File: src/rtl/stopwatch_pkg.sv
// Shared types and BCD step helpers for the MM:SS stopwatch/timer.
package stopwatch_pkg;

  localparam int unsigned TIME_W  = 16;
  localparam int unsigned DIGIT_W = 4;

  localparam logic MODE_UP   = 1'b0;
  localparam logic MODE_DOWN = 1'b1;

  typedef struct packed {
    logic [DIGIT_W-1:0] min_tens;
    logic [DIGIT_W-1:0] min_ones;
    logic [DIGIT_W-1:0] sec_tens;
    logic [DIGIT_W-1:0] sec_ones;
  } bcd_time_t;

  // Time after one step plus the carry (up) or borrow (down) out of min_tens.
  typedef struct packed {
    bcd_time_t t;
    logic      c;
  } bcd_step_t;

  function automatic bcd_step_t bcd_inc(input bcd_time_t t);
    bcd_step_t r;
    r.t = t;
    r.c = 1'b0;
    if (t.sec_ones != 4'd9) begin
      r.t.sec_ones = t.sec_ones + 4'd1;
    end else begin
      r.t.sec_ones = 4'd0;
      if (t.sec_tens != 4'd5) begin
        r.t.sec_tens = t.sec_tens + 4'd1;
      end else begin
        r.t.sec_tens = 4'd0;
        if (t.min_ones != 4'd9) begin
          r.t.min_ones = t.min_ones + 4'd1;
        end else begin
          r.t.min_ones = 4'd0;
          if (t.min_tens != 4'd9) begin
            r.t.min_tens = t.min_tens + 4'd1;
          end else begin
            r.t.min_tens = 4'd0;
            r.c          = 1'b1;
          end
        end
      end
    end
    return r;
  endfunction

  function automatic bcd_step_t bcd_dec(input bcd_time_t t);
    bcd_step_t r;
    r.t = t;
    r.c = 1'b0;
    if (t.sec_ones != 4'd0) begin
      r.t.sec_ones = t.sec_ones - 4'd1;
    end else begin
      r.t.sec_ones = 4'd9;
      if (t.sec_tens != 4'd0) begin
        r.t.sec_tens = t.sec_tens - 4'd1;
      end else begin
        r.t.sec_tens = 4'd5;
        if (t.min_ones != 4'd0) begin
          r.t.min_ones = t.min_ones - 4'd1;
        end else begin
          r.t.min_ones = 4'd9;
          if (t.min_tens != 4'd0) begin
            r.t.min_tens = t.min_tens - 4'd1;
          end else begin
            r.t.min_tens = 4'd9;
            r.c          = 1'b1;
          end
        end
      end
    end
    return r;
  endfunction

  // Out-of-range digits saturate at the digit's maximum.
  function automatic bcd_time_t bcd_clamp(input bcd_time_t t);
    bcd_time_t r;
    r.min_tens = (t.min_tens > 4'd9) ? 4'd9 : t.min_tens;
    r.min_ones = (t.min_ones > 4'd9) ? 4'd9 : t.min_ones;
    r.sec_tens = (t.sec_tens > 4'd5) ? 4'd5 : t.sec_tens;
    r.sec_ones = (t.sec_ones > 4'd9) ? 4'd9 : t.sec_ones;
    return r;
  endfunction

endpackage

File: src/rtl/stopwatch_timer_lap_fifo.sv
// Lap-capture FIFO: first-word fall-through head, flush, and a drop strobe
// for pushes that arrive while full without a same-cycle pop.
module lap_fifo
  import stopwatch_pkg::*;
#(
  parameter int unsigned DEPTH = 4,
  parameter int unsigned WIDTH = TIME_W
) (
  input  logic             clk,
  input  logic             reset,
  input  logic             push,
  input  logic             pop,
  input  logic             flush,
  input  logic [WIDTH-1:0] data_in,
  output logic [WIDTH-1:0] data_out,
  output logic             empty,
  output logic             full,
  output logic             drop
);

  localparam int unsigned AW = $clog2(DEPTH);
  localparam logic [AW:0] PTR_ONE = (AW+1)'(1);

  logic [AW:0]      wr_ptr_q, wr_ptr_d;
  logic [AW:0]      rd_ptr_q, rd_ptr_d;
  logic [WIDTH-1:0] mem_q [DEPTH];
  logic [WIDTH-1:0] mem_d [DEPTH];
  logic             do_wr;
  logic             do_rd;

  assign empty    = (wr_ptr_q == rd_ptr_q);
  assign full     = (wr_ptr_q[AW] != rd_ptr_q[AW]) &&
                    (wr_ptr_q[AW-1:0] == rd_ptr_q[AW-1:0]);
  assign do_rd    = pop && !empty;
  // A pop frees the head slot this edge, so a push while full still lands.
  assign do_wr    = push && (!full || pop);
  assign drop     = push && full && !pop;
  assign data_out = empty ? '0 : mem_q[rd_ptr_q[AW-1:0]];

  always_comb begin
    mem_d    = mem_q;
    wr_ptr_d = wr_ptr_q;
    rd_ptr_d = rd_ptr_q;
    if (flush) begin
      wr_ptr_d = '0;
      rd_ptr_d = '0;
    end else begin
      if (do_wr) begin
        mem_d[wr_ptr_q[AW-1:0]] = data_in;
        wr_ptr_d                = wr_ptr_q + PTR_ONE;
      end
      if (do_rd) begin
        rd_ptr_d = rd_ptr_q + PTR_ONE;
      end
    end
  end

  always_ff @(posedge clk) begin
    if (!reset) begin
      wr_ptr_q <= '0;
      rd_ptr_q <= '0;
    end else begin
      wr_ptr_q <= wr_ptr_d;
      rd_ptr_q <= rd_ptr_d;
    end
  end

  // Storage needs no reset: the head is masked to zero while empty.
  always_ff @(posedge clk) begin
    mem_q <= mem_d;
  end

endmodule

File: src/rtl/stopwatch_timer.sv
// BCD MM:SS stopwatch with count-down timer mode, overflow pulse and lap FIFO.
module stopwatch_timer
  import stopwatch_pkg::*;
#(
  parameter int unsigned TICK_COUNT = 10,
  parameter int unsigned LAP_DEPTH  = 4
) (
  input  logic              clk,
  input  logic              reset,
  input  logic              start_stop,
  input  logic              clr,
  input  logic              mode,
  input  logic              load,
  input  logic [TIME_W-1:0] preset,
  input  logic              lap,
  input  logic              lap_rd,
  output logic [3:0]        sec_ones,
  output logic [3:0]        sec_tens,
  output logic [3:0]        min_ones,
  output logic [3:0]        min_tens,
  output logic              running,
  output logic              expired,
  output logic              overflow,
  output logic [TIME_W-1:0] lap_data,
  output logic              lap_valid,
  output logic              lap_full,
  output logic              lap_ovf
);

  localparam int unsigned PRESC_W = $clog2(TICK_COUNT);
  localparam logic [PRESC_W-1:0] PRESC_LAST = PRESC_W'(TICK_COUNT - 1);
  localparam logic [PRESC_W-1:0] PRESC_ONE  = PRESC_W'(1);

  bcd_time_t          time_q, time_d;
  logic [PRESC_W-1:0] presc_q, presc_d;
  logic               running_q, running_d;
  logic               mode_q, mode_d;
  logic               expired_q, expired_d;
  logic               overflow_q, overflow_d;
  logic               lap_ovf_q, lap_ovf_d;

  bcd_step_t          inc_r;
  bcd_step_t          dec_r;
  logic               fifo_empty;
  logic               fifo_drop;

  assign inc_r = bcd_inc(time_q);
  assign dec_r = bcd_dec(time_q);

  // Events are mutually exclusive in priority order: clr, load, start_stop, tick.
  always_comb begin
    time_d     = time_q;
    presc_d    = presc_q;
    running_d  = running_q;
    mode_d     = mode_q;
    expired_d  = expired_q;
    overflow_d = 1'b0;
    lap_ovf_d  = lap_ovf_q | fifo_drop;

    if (clr) begin
      time_d    = '0;
      presc_d   = '0;
      expired_d = 1'b0;
      lap_ovf_d = 1'b0;
    end else if (load && !running_q) begin
      time_d    = bcd_clamp(bcd_time_t'(preset));
      presc_d   = '0;
      expired_d = 1'b0;
    end else if (start_stop) begin
      if (running_q) begin
        running_d = 1'b0;
      end else if (!(mode == MODE_DOWN && time_q == '0)) begin
        running_d = 1'b1;
        mode_d    = mode;
      end
    end else if (running_q) begin
      if (presc_q != PRESC_LAST) begin
        presc_d = presc_q + PRESC_ONE;
      end else begin
        presc_d = '0;
        if (mode_q == MODE_UP) begin
          time_d     = inc_r.t;
          overflow_d = inc_r.c;
        end else if (dec_r.c || dec_r.t == '0) begin
          // Reaching (or already sitting at) zero ends the count-down.
          time_d    = '0;
          expired_d = 1'b1;
          running_d = 1'b0;
        end else begin
          time_d = dec_r.t;
        end
      end
    end
  end

  always_ff @(posedge clk) begin
    if (!reset) begin
      time_q     <= '0;
      presc_q    <= '0;
      running_q  <= 1'b0;
      mode_q     <= MODE_UP;
      expired_q  <= 1'b0;
      overflow_q <= 1'b0;
      lap_ovf_q  <= 1'b0;
    end else begin
      time_q     <= time_d;
      presc_q    <= presc_d;
      running_q  <= running_d;
      mode_q     <= mode_d;
      expired_q  <= expired_d;
      overflow_q <= overflow_d;
      lap_ovf_q  <= lap_ovf_d;
    end
  end

  // Laps capture the pre-edge time; clr flushes and wins over push/pop.
  lap_fifo #(
    .DEPTH(LAP_DEPTH),
    .WIDTH(TIME_W)
  ) u_lap_fifo (
    .clk     (clk),
    .reset   (reset),
    .push    (lap && !clr),
    .pop     (lap_rd && !clr),
    .flush   (clr),
    .data_in (TIME_W'(time_q)),
    .data_out(lap_data),
    .empty   (fifo_empty),
    .full    (lap_full),
    .drop    (fifo_drop)
  );

  assign sec_ones  = time_q.sec_ones;
  assign sec_tens  = time_q.sec_tens;
  assign min_ones  = time_q.min_ones;
  assign min_tens  = time_q.min_tens;
  assign running   = running_q;
  assign expired   = expired_q;
  assign overflow  = overflow_q;
  assign lap_ovf   = lap_ovf_q;
  assign lap_valid = !fifo_empty;

endmodule

File: config.mk
export PLATFORM = sky130hd
export DESIGN_NAME = stopwatch_timer
export DESIGN_NICKNAME = d
export VERILOG_FILES = /design/src/rtl/stopwatch_pkg.sv /design/src/rtl/stopwatch_timer_lap_fifo.sv /design/src/rtl/stopwatch_timer.sv
export SDC_FILE = /design/constraint.sdc
export NUM_CORES = 1
export LEC_CHECK = 0
export ABC_CLOCK_PERIOD_IN_PS = 4100
export BUFFER_PORTS_ARGS = -buffer_cell sky130_fd_sc_hd__buf_2
export CAP_MARGIN = 5
export CORE_MARGIN = 1
export CORE_UTILIZATION = 50
export CTS_BUF_LIST = sky130_fd_sc_hd__clkbuf_8 sky130_fd_sc_hd__clkbuf_16
export DETAILED_ROUTE_END_ITERATION = 10
export PLACE_DENSITY = 0.7
export SETUP_SLACK_MARGIN = 0.1
export SYNTH_ARGS = -nofsm -noshare
export SYNTH_HDL_FRONTEND = slang
export SYNTH_SLANG_ARGS = --single-unit
File: constraint.sdc
create_clock -name clk -period 4.1 [get_ports clk]
set_clock_uncertainty 0.05 [all_clocks]
set_input_delay 0.205 -clock clk [delete_from_list [all_inputs] [get_ports clk]]
set_output_delay 0.205 -clock clk [all_outputs]
set_load 0.03 [all_outputs]
==> results of run 1 <==
## final timing paths
path                         endpoint  cells after the start                     start  slack [ns]
min reg2reg      expired$_SDFFE_PP0P_                      1      expired$_SDFFE_PP0P_        0.45
min              running$_SDFFE_PN0P_                      3                     reset        0.05
max          sec_ones[0]$_SDFFE_PP0P_                      5  min_ones[0]$_SDFFE_PP0P_        1.44
max reg2reg  sec_ones[0]$_SDFFE_PP0P_                      5  min_ones[0]$_SDFFE_PP0P_        1.44
## logic make-up after synthesis
kind of cell,Yosys count
AO/OA/AOI/OAI,104
XOR/XNOR,15
adder cells (fa/ha/maj),5
buffers and inverters,46
flip-flops,95
multiplexers,21
AND/OR/NAND/NOR,156
## layout make-up
type,count,area (um^2)
clock buffers,9,123.9
clock inverters,7,57.56
fillers,868,4244
inverters,11,41.29
multi-input cells,301,2211
flip-flops and latches,95,2542
well taps,133,166.4
repair buffers,66,342.8
## flip-flops by register name, indices dropped and copies added (netlist names)
signal and flops:
u_lap_fifo.wr_ptr_q 3, sec_tens 4, u_lap_fifo.mem_q 64, mode_q 1, min_tens 4, presc_q 4, running 1, min_ones 4
expired 1, sec_ones 4, u_lap_fifo.rd_ptr_q 3, overflow 1, lap_ovf 1
## stage by stage
stage / total power [mW] / util [%] / cells / area (um^2) / setup WS [ns]
2_1_floorplan: 1.278 / - / 442 / 4991 / 1.956
3_3_place_gp: 1.339 / 54.51 / 606 / 5304 / 1.558
3_5_place_dp: 1.343 / 54.51 / 606 / 5304 / 1.506
4_1_cts: 1.907 / 56.38 / 622 / 5485 / 1.491
5_1_grt: 1.968 / 56.38 / 622 / 5485 / 1.249
6_report: 1.896 / 56.38 / 622 / 5485 / 1.436
## power by group through the flow
stage,clock [mW],combinational (mW),sequential (mW)
final,0.571,0.247,1.08
after global routing,0.614,0.271,1.08
after CTS,0.585,0.245,1.08
after detailed placement,0,0.243,1.10
after global placement,0,0.242,1.10
after floorplan,0,0.186,1.09
## critical path, stage by stage (launching register included)
cell and delay (ns):
dfxtp_1 0.50, or3_4 0.48, nor3_4 0.27, o2111ai_1 0.59
a2111oi_0 0.57, nor3_1 0.09
## layer usage
metal  wire (um)  track usage (%)  vias up
met5           0                0        -
met4         184            10.77        0
met3         648            3.557       17
met2        5069            34.20      141
met1        4873            29.50     1757
li1            -                -     1757
## layout by cell type (no fill, tap or decap), drive strengths merged, types with 3 or more instances in the layout
master  count
o31ai       3
o311ai      4
nor2       31
o21ai      23
mux4       16
xnor2      10
nand3      11
nor3b       3
mux2i       4
o211ai      5
a21oi      23
and4bb      3
a31oi       9
clkinv      3
dfxtp      31
or3         6
edfxtp     64
nor3       11
nand4      10
nand2b      7
inv        14
buf        66
o21a        3
clkbuf      9
ha          5
a211oi      5
and2       21
nand2      25
xor2        5
nor2b      14
==> results.md, run 1 <==
* Run status: complete, no violations
* CTS Sinks at 95
* Initial antenna violation count at 0
* Total Routing Usage GR at 21.78%
* Yosys cell types at 73
* Cell type with the highest aggregate area in the netlist: edfxtp_1
* Internal power at 1.361 mW
* Leakage power at 1.952 nW
* Total of buffers placed on input and output ports at 61
* TritonCTS buffer count at 9
* Vias in the first global route at 3397
* Critical-path maximum fanout at 20
* Nature of the critical path endpoint: flip-flop
* Part of the total power dissipated in the clock network at 30.1%
* Portion of synthesized cell area occupied by the leading cell type at 38.51%
* Placer congestion estimate at 0.9076
* Compound-Gate Fraction of Synth Area at 14.34%
* Async SR Flop Fraction at 0%
* Leading cell type by number of instances after synthesis: edfxtp_1
* Post-synthesis cell count at 442
* Mean cell area of the mapped netlist at 11.29 um^2
* List of most frequent post-synthesis cells: edfxtp_1, dfxtp_1, nor2_1, nand2_1
* Max cap viols at 0
* DRT Pass-1 Iters at 5
* Antenna-violating nets left at 0
* Part of the power in combinational logic at 13.0%
* Peak Freq at 375.4 MHz
* Die boundary width at 101.9 um
* DRC violation total after the first TritonRoute iteration at 223
* Flops & latches, synth at 95
* Clock latency on the worst-skew pair at 0.37 ns
* Largest family of logic cells by synthesized area: simple AND/OR/NAND/NOR gates
* Number of failing setup endpoints in the final timing report at 0
* Basic-gate share of the synthesized area counting and, or, nand and nor cells at 17.82%
* Min Hold Slack at 0.05058 ns
* Fraction of final layout cells with drive strength greater than 1 at 23.72%
* Synthesized-area fraction occupied by adder cells at 1.253%
* Part of the cycle the worst path needs at 64.97%
* Number of placement rows at 36
* Endpoints failing hold at 0
* Total negative slack for setup checks at 0 ns
* Register area share after synthesis at 50.94%
* Net count reported at finish at 513
* Total wire length at 10780 um
* Vias per cell at 5.904
* Post-CTS repair timing setup buffer count at 0
* Unrepaired setup endpoints after global routing: false
* Hold/Removal Path Class: primary input to flip-flop
* Multiplexer area fraction after synthesis at 8.248%
* Data arrival time at the worst-slack endpoint at 2.86 ns
* Area growth, synth to finish at 9.902%
* Most area-consuming cells after synthesis: edfxtp_1, dfxtp_1, mux4_2
* Clock tree from TritonCTS: built
* Post-Synthesis Net Count at 471
* Largest net degree at the start of global routing at 26
* Clock tree buffer depth at 2
* Area of the placeable core at 0.009729 mm^2
* Final Slew Violations at 0
* Total of warnings raised by yosys at 0
* Endpoint required time on the critical path at 4.30 ns
* Worst voltage drop across the vdd grid at 0.1668 mV
* Xor-xnor portion of the synthesized cell area at 2.632%
* Tightest Pin Transition at 1.033 ns
* Element type at the critical path start: flip-flop
* Net switching power of the design at 0.5353 mW
* Leading register cell type out of synthesis: edfxtp_1
* Path type of the worst setup path: flip-flop to flip-flop
* # H-tree levels at 3
* Die area at 0.01039 mm^2
* Reg clk slew, reported paths at 0.10 ns
* Min Tclk post-route at 2.664 ns
* Portion of total power attributed to sequential cells at 56.9%
* Global-route wire length before repair at 17150 um
* Vertical extent of the die at 101.9 um
* Effective utilization at floorplan at 51.30%
* CTS resizes at 0
* EDFF count, synth at 64
* Areal power density over the cells at 345.7 mW/mm^2
* Total gr overflow at 0
* DRC Markers at 0
* Combined area of all synthesized cells at 0.004991 mm^2
* Top-Level Pins at 62
* Average routed wire per standard cell at 17.32 um
* Placed wire-length estimate at 7127 um
* Number of vias after detailed routing at 3672
* Fraction of power spent switching nets at 28.23%
* Relative slew slack at 29.38%
* Buffer cell driving the clock tree root: clkbuf_8
* Inserted Diodes at 0
* Post-cts hold buffer count at 0
No activity file was read; power rests on OpenSTA's default activity.
==> run 2, diff against run 1 <==
--- a/config.mk
+++ b/config.mk
@@ -5,14 +5,14 @@
 export SDC_FILE = /design/constraint.sdc
 export NUM_CORES = 1
 export LEC_CHECK = 0
-export ABC_CLOCK_PERIOD_IN_PS = 4100
+export ABC_CLOCK_PERIOD_IN_PS = 2400
 export BUFFER_PORTS_ARGS = -buffer_cell sky130_fd_sc_hd__buf_2
 export CAP_MARGIN = 5
 export CORE_MARGIN = 1
 export CORE_UTILIZATION = 50
 export CTS_BUF_LIST = sky130_fd_sc_hd__clkbuf_8 sky130_fd_sc_hd__clkbuf_16
 export DETAILED_ROUTE_END_ITERATION = 10
-export PLACE_DENSITY = 0.7
+export PLACE_DENSITY = 0.73
 export SETUP_SLACK_MARGIN = 0.1
 export SYNTH_ARGS = -nofsm -noshare
 export SYNTH_HDL_FRONTEND = slang
==> constraint.sdc (replaced) <==
create_clock -name clk -period 2.4 [get_ports clk]
set_clock_uncertainty 0.05 [all_clocks]
set_input_delay 0.12 -clock clk [delete_from_list [all_inputs] [get_ports clk]]
set_output_delay 0.12 -clock clk [all_outputs]
set_load 0.03 [all_outputs]
==> results.md, run 2 (synthesis gave the netlist of run 1 again) <==
* Total wire length at 11420 um (+6.0%)
* DRC Markers at 0 (unchanged)
* Reg clk slew, reported paths at 0.10 ns (about the same)
* Tightest Pin Transition at 0.7658 ns (-0.2669 ns)
* Effective utilization at floorplan at 51.30% (unchanged)
* Top register by number of flip-flops: u_lap_fifo.mem_q
* Vertical extent of the die at 101.9 um (unchanged)
* Number of failing setup endpoints in the final timing report at 0 (unchanged)
* Inserted Diodes at 0 (unchanged)
* Peak Freq at 465.3 MHz
* Area growth, synth to finish at 15.39%
* Gate family responsible for the most delay along the worst path: multiplexers
* Commonest non-fill, non-tap cell in the layout: edfxtp_1
* Path depth of the worst reg2reg path at 6 (+1)
* Master of the slowest instance on the critical path: mux4_2
* Layout Utilization at 59.20% (+2.8 points)
* Top-Level Pins at 62 (unchanged)
* Clock latency on the worst-skew pair at 0.37 ns (about the same)
* Total of buffers placed on input and output ports at 61 (unchanged)
* Average routed wire per standard cell at 17.51 um (+1.1%)
* Nature of the critical path endpoint: output port
* Total gr overflow at 0 (unchanged)
* Largest net degree at the start of global routing at 25 (-3.8%)
* DRT Pass-1 Iters at 5 (unchanged)
* Number of placement rows at 36 (unchanged)
* Data arrival time at the worst-slack endpoint at 1.98 ns (-0.88 ns)
* TritonCTS buffer count at 9 (unchanged)
* Endpoints failing hold at 0 (unchanged)
* Leakage power at 2.110 nW (+8.1%)
* Largest register FFs at 64 (unchanged)
* Areal power density over the cells at 594.5 mW/mm^2 (+72%)
* DRC violation total after the first TritonRoute iteration at 279 (+25%)
* Critical path depth at 4 (-1)
* Element type at the critical path start: flip-flop
* Global-route wire length before repair at 18280 um (+6.6%)
* Total design power at 3.424 mW (+81%)
* Area of the placeable core at 0.009729 mm^2 (unchanged)
* Final Slew Violations at 0 (unchanged)
* Part of the cycle the worst path needs at 89.54%
* Min Tclk post-route at 2.149 ns
* Clock tree from TritonCTS: built
* Placer congestion estimate at 0.9091 (+0.17%)
* Worst voltage drop across the vdd grid at 0.2808 mV (+68%)
* Unrepaired setup endpoints after global routing: false
* Cells along the critical path: buf_4, mux4_2, and2_1, buf_2
* Hold-critical path depth at 4 (+1)
* Path type of the worst setup path: flip-flop to output port
* Run status: complete, no violations
* Hold/Removal Path Class: primary input to flip-flop
* Initial antenna violation count at 0 (unchanged)
* Placed wire-length estimate at 7752 um (+8.8%)
* Net count reported at finish at 543 (+5.8%)
* Buffer cell driving the clock tree root: clkbuf_8
* # H-tree levels at 3 (unchanged)
* Number of vias after detailed routing at 3855 (+5.0%)
* Commonest cells after routing, fill and taps aside: edfxtp_1, buf_2, nor2_1, dfxtp_1, buf_4
* Slowest Stage Delay on Critical Path at 0.57 ns (-0.02 ns)
* Clock tree buffer depth at 2 (unchanged)
* Crit path buffers/inverters at 2 (+2)
* Total negative slack for setup checks at 0 ns (unchanged)
* Critical-path maximum fanout at 18 (-10%)
* Count of filler cells inserted in the layout at 847 (-2.4%)
* Die boundary width at 101.9 um (unchanged)
* CTS Sinks at 95 (unchanged)
* Fraction of final layout cells with drive strength greater than 1 at 27.36% (+3.6 points)
* Relative slew slack at 48.95% (+20 points)
* Endpoint required time on the critical path at 2.23 ns (-2.07 ns)
* Vias per cell at 5.913 (+0.15%)
* Total Routing Usage GR at 23.57% (+1.8 points)
* Vias in the first global route at 3554 (+4.6%)
* Die area at 0.01039 mm^2 (unchanged)
* Post-CTS repair timing setup buffer count at 0 (unchanged)
* Antenna-violating nets left at 0 (unchanged)
* Max cap viols at 0 (unchanged)
## run 2: cell types whose count changed in the layout (fill, tap and decap cells not counted)
cell | before | now
buf_4 | 5 | 29
dfxtp_1 | 31 | 30
inv_6 | 1 | 2
bufinv_16 | 0 | 1
clkinvlp_4 | 1 | 2
dfxtp_2 | 0 | 1
dlygate4sd3_1 | 0 | 6
inv_1 | 12 | 11
clkinv_4 | 3 | 0
clkinv_8 | 0 | 1
## run 2: worst register-to-register path, cell delays in order, from the launching register on
cell      delay [ns]
dfxtp_1         0.48
buf_4           0.23
and4bb_2        0.28
nand2_1         0.08
o311ai_2        0.52
mux2i_1         0.27
a21oi_1         0.09
## run 2: cell type report
| class | count | area (um^2) | share of cell area, % |
|---|---|---|---|
| Clock buffer | 9 | 123.9 | 2.151 |
| Multi-Input combinational cell | 301 | 2211 | 38.39 |
| Inverter | 11 | 41.29 | 0.7169 |
| Tap cell | 133 | 166.4 | 2.889 |
| Clock inverter | 7 | 90.09 | 1.564 |
| Sequential cell | 95 | 2544 | 44.17 |
| Timing Repair Buffer | 96 | 583.1 | 10.12 |
## run 2: path summary, 6_finish.rpt
| kind | startpoint | endpoint | slack (ns) |
|---|---|---|---|
| setup / recovery | u_lap_fifo.rd_ptr_q[0]$_SDFFE_PP0P_ | lap_data[0] | 0.25 |
| hold / removal | preset[11] | min_ones[2]$_SDFFE_PP0P_ | 0.03 |
| setup reg to reg | sec_tens[0]$_SDFFE_PP0P_ | min_tens[3]$_SDFFE_PP0P_ | 0.26 |
| hold reg to reg | expired$_SDFFE_PP0P_ | expired$_SDFFE_PP0P_ | 0.44 |
## run 2: stage by stage
step	std cells	instance area (um^2)	setup WS [ns]	hold slack, ns
global route	652	5759	0.1035	0.03310
finish	652	5759	0.2510	0.03044
detailed placement	630	5484	0.3103	0.3518
CTS	652	5758	0.2034	0.01310
global placement	630	5484	0.3049	0.3498
floorplan	442	4991	0.2561	0.1990
## run 2: timing repair
item / in CTS / in global routing
endpoints found under the hold margin: 6 / 0
resized for setup: 0 / 1
setup endpoints to repair: 0 / 4
hold buffers: 6 / 0
## run 2: power breakdown
group | total (mW) | switching [mW] | internal (mW) | leakage, nW
Combinational | 0.485 | 0.295 | 0.189 | 1.14
Clock | 1.12 | 0.617 | 0.505 | 0.101
Sequential | 1.82 | 0.0428 | 1.77 | 0.867
## run 2: metal layers
| metal | vias to the layer above | global-route usage [%] | share of wire, % |
|---|---|---|---|
| met2 | 173 | 38.25 | 48 |
| met5 | - | 0 | 0 |
| met1 | 1839 | 31.33 | 44 |
| li1 | 1816 | - | - |
| met4 | 0 | 9.231 | 2.1 |
| met3 | 27 | 4.720 | 6.4 |
==> run 3, diff against run 2 <==
--- a/config.mk
+++ b/config.mk
@@ -8,11 +8,12 @@
 export ABC_CLOCK_PERIOD_IN_PS = 2400
 export BUFFER_PORTS_ARGS = -buffer_cell sky130_fd_sc_hd__buf_2
 export CAP_MARGIN = 5
-export CORE_MARGIN = 1
-export CORE_UTILIZATION = 50
+export CORE_MARGIN = 2
+export CORE_UTILIZATION = 48
 export CTS_BUF_LIST = sky130_fd_sc_hd__clkbuf_8 sky130_fd_sc_hd__clkbuf_16
+export CTS_CLUSTER_DIAMETER = 40
 export DETAILED_ROUTE_END_ITERATION = 10
-export PLACE_DENSITY = 0.73
+export PLACE_DENSITY = 0.71
 export SETUP_SLACK_MARGIN = 0.1
 export SYNTH_ARGS = -nofsm -noshare
 export SYNTH_HDL_FRONTEND = slang
==> results.md, run 3 (synthesis gave the netlist of run 1 again) <==
* Die boundary width at 106.0 um (+4.0%)
* Part of the total power dissipated in the clock network at 34.7% (+1.9 points)
* Vertical extent of the die at 106.0 um (+4.0%)
* Data arrival time at the worst-slack endpoint at 2.00 ns (+0.02 ns)
* DRT Pass-1 Iters at 4 (-1)
* Area of the placeable core at 0.01023 mm^2 (+5.2%)
* Element type at the critical path start: flip-flop
* Hold/Removal Path Class: primary input to flip-flop
* Max cap viols at 0 (unchanged)
* Peak Freq at 460.5 MHz (-1.0%)
* Endpoints failing hold at 0 (unchanged)
* Fraction of final layout cells with drive strength greater than 1 at 27.36% (unchanged)
* Cell area after placement at 0.005500 mm^2 (+0.30%)
* Relative slew slack at 48.31% (-0.64 points)
* Path depth of the worst reg2reg path at 5 (-1)
* Critical path depth at 4 (unchanged)
* Placed wire-length estimate at 8036 um (+3.7%)
* # H-tree levels at 3 (unchanged)
* Buffer cell driving the clock tree root: clkbuf_8
* Count of filler cells inserted in the layout at 888 (+4.8%)
* Top register by number of flip-flops: u_lap_fifo.mem_q
* Effective utilization at floorplan at 48.78% (-2.5 points)
* Largest register FFs at 64 (unchanged)
* Inserted Diodes at 0 (unchanged)
* Fraction of power spent switching nets at 27.05% (-0.85 points)
* Areal power density over the cells at 609.3 mW/mm^2 (+2.5%)
* DRC violation total after the first TritonRoute iteration at 206 (-26%)
* Part of the power in combinational logic at 14.0% (-0.2 points)
* Vias in the first global route at 3681 (+3.6%)
* Layout Utilization at 56.66% (-2.5 points)
* DRC Markers at 0 (unchanged)
* CTS Sinks at 95 (unchanged)
* Initial antenna violation count at 0 (unchanged)
* Number of failing setup endpoints in the final timing report at 0 (unchanged)
* Global-route wire length before repair at 18890 um (+3.3%)
* Total of buffers placed on input and output ports at 61 (unchanged)
* Vias per cell at 5.855 (-0.97%)
* Clock tree buffer depth at 2 (unchanged)
* Nature of the critical path endpoint: output port
* Total negative slack for setup checks at 0 ns (unchanged)
* Die area at 0.01123 mm^2 (+8.1%)
* Average routed wire per standard cell at 17.86 um (+2.0%)
* Area growth, synth to finish at 16.14%
* Net switching power of the design at 0.9555 mW (about the same)
* Hold-critical path depth at 4 (unchanged)
* Largest net degree at the start of global routing at 20 (-20%)
* Portion of total power attributed to sequential cells at 51.3% (-1.8 points)
* Tightest Pin Transition at 0.7754 ns (+0.009637 ns)
* Number of placement rows at 37 (+2.8%)
* Total wire length at 11700 um (+2.5%)
* Final cell area excluding filler cells at 0.005797 mm^2 (+0.65%)
* Placer congestion estimate at 0.8784 (-3.4%)
* Path type of the worst setup path: flip-flop to output port
* Leakage power at 2.131 nW (+0.99%)
* Antenna-violating nets left at 0 (unchanged)
* Internal power at 2.577 mW (+4.4%)
* Worst voltage drop across the vdd grid at 0.3323 mV (+18%)
* Unrepaired setup endpoints after global routing: false
* Commonest cells after routing, fill and taps aside: edfxtp_1, buf_2, nor2_1, dfxtp_1, buf_4
* Reg clk slew, reported paths at 0.10 ns (about the same)
* Cells along the critical path: buf_4, mux4_2, and2_1, buf_2
* Slowest Stage Delay on Critical Path at 0.58 ns (about the same)
* Top-Level Pins at 62 (unchanged)
* Critical-path maximum fanout at 18 (unchanged)
* Run status: complete, no violations
* Net count reported at finish at 543 (unchanged)
* Part of the cycle the worst path needs at 90.48% (+0.94 points)
* Master of the slowest instance on the critical path: mux4_2
* Clock tree from TritonCTS: built
* TritonCTS buffer count at 9 (unchanged)
* Crit path buffers/inverters at 2 (unchanged)
* Min Tclk post-route at 2.172 ns (+0.02262 ns)
* Clock latency on the worst-skew pair at 0.36 ns (about the same)
* Total Routing Usage GR at 21.47% (-2.1 points)
* Endpoint required time on the critical path at 2.23 ns (about the same)
* Commonest non-fill, non-tap cell in the layout: edfxtp_1
* Number of vias after detailed routing at 3835 (-0.52%)
* Post-CTS repair timing setup buffer count at 0 (unchanged)
* Final Slew Violations at 0 (unchanged)
* Gate family responsible for the most delay along the worst path: multiplexers
* Total gr overflow at 0 (unchanged)
==> run 3: cell types whose count changed in the layout (fill, tap and decap cells not counted), sizes merged <==
cell,before,now
clkinv,1,0
inv,14,15
clkinvlp,2,1
bufinv,1,2
==> run 3: power by group through the flow <==
stage,Sequential [mW],Clock [mW],Combinational [mW]
floorplan,1.86,0,0.318
finish,1.81,1.23,0.495
global placement,1.85,0,0.475
detailed placement,1.85,0,0.482
global route,1.82,1.31,0.539
CTS,1.81,1.24,0.492
==> run 3: worst paths after layout <==
check                                                         start                       end  slack [ns]
worst max register to register             min_ones[1]$_SDFFE_PP0P_  min_tens[1]$_SDFFE_PP0P_        0.34
worst min register to register                 expired$_SDFFE_PP0P_      expired$_SDFFE_PP0P_        0.46
worst max-delay path            u_lap_fifo.rd_ptr_q[0]$_SDFFE_PP0P_              lap_data[12]        0.23
worst min-delay path                                     preset[11]  min_ones[2]$_SDFFE_PP0P_        0.02
==> run 3: worst register-to-register path: cells and delay by family, from the launching register on <==
family             cells  cell delay, ns
and+or+nand+nor        2            0.66
DFF                    1            0.49
AOI/OAI and AO/OA      3            0.79
==> run 3: layout make-up <==
type | count | area [um^2] | share of cell area (%)
multi-input cells | 301 | 2216 | 38.23
inverters | 11 | 41.29 | 0.7123
flip-flops and latches | 95 | 2542 | 43.86
well taps | 136 | 170.2 | 2.935
clock inverters | 7 | 107.6 | 1.856
repair buffers | 96 | 595.6 | 10.27
clock buffers | 9 | 123.9 | 2.137
==> run 3: per-layer routing <==
metal / part of all wire (%) / track usage, % / up-vias
li1: - / - / 1810
met1: 45 / 29.85 / 1870
met2: 48 / 35.07 / 142
met3: 5.9 / 3.617 / 13
met4: 1.1 / 5.921 / 0
met5: 0 / 0 / -
==> run 3: stage by stage <==
stage	hold WS (ns)	instances	power, mW	setup WS, ns
after detailed placement	0.3532	633	2.331	0.3331
after global placement	0.3465	633	2.320	0.4327
after floorplan	0.1990	442	2.183	0.2561
after CTS	0.01415	655	3.542	0.1911
final	0.02427	655	3.532	0.2284
after global routing	0.04006	655	3.665	0.1242
==> run 3: timing repair <==
| action | CTS | global route |
|---|---|---|
| hold buffers | 6 | 0 |
| setup endpoints to repair | 0 | 1 |
| hold endpoints to repair | 6 | 0 |
| resized for setup | 0 | 1 |
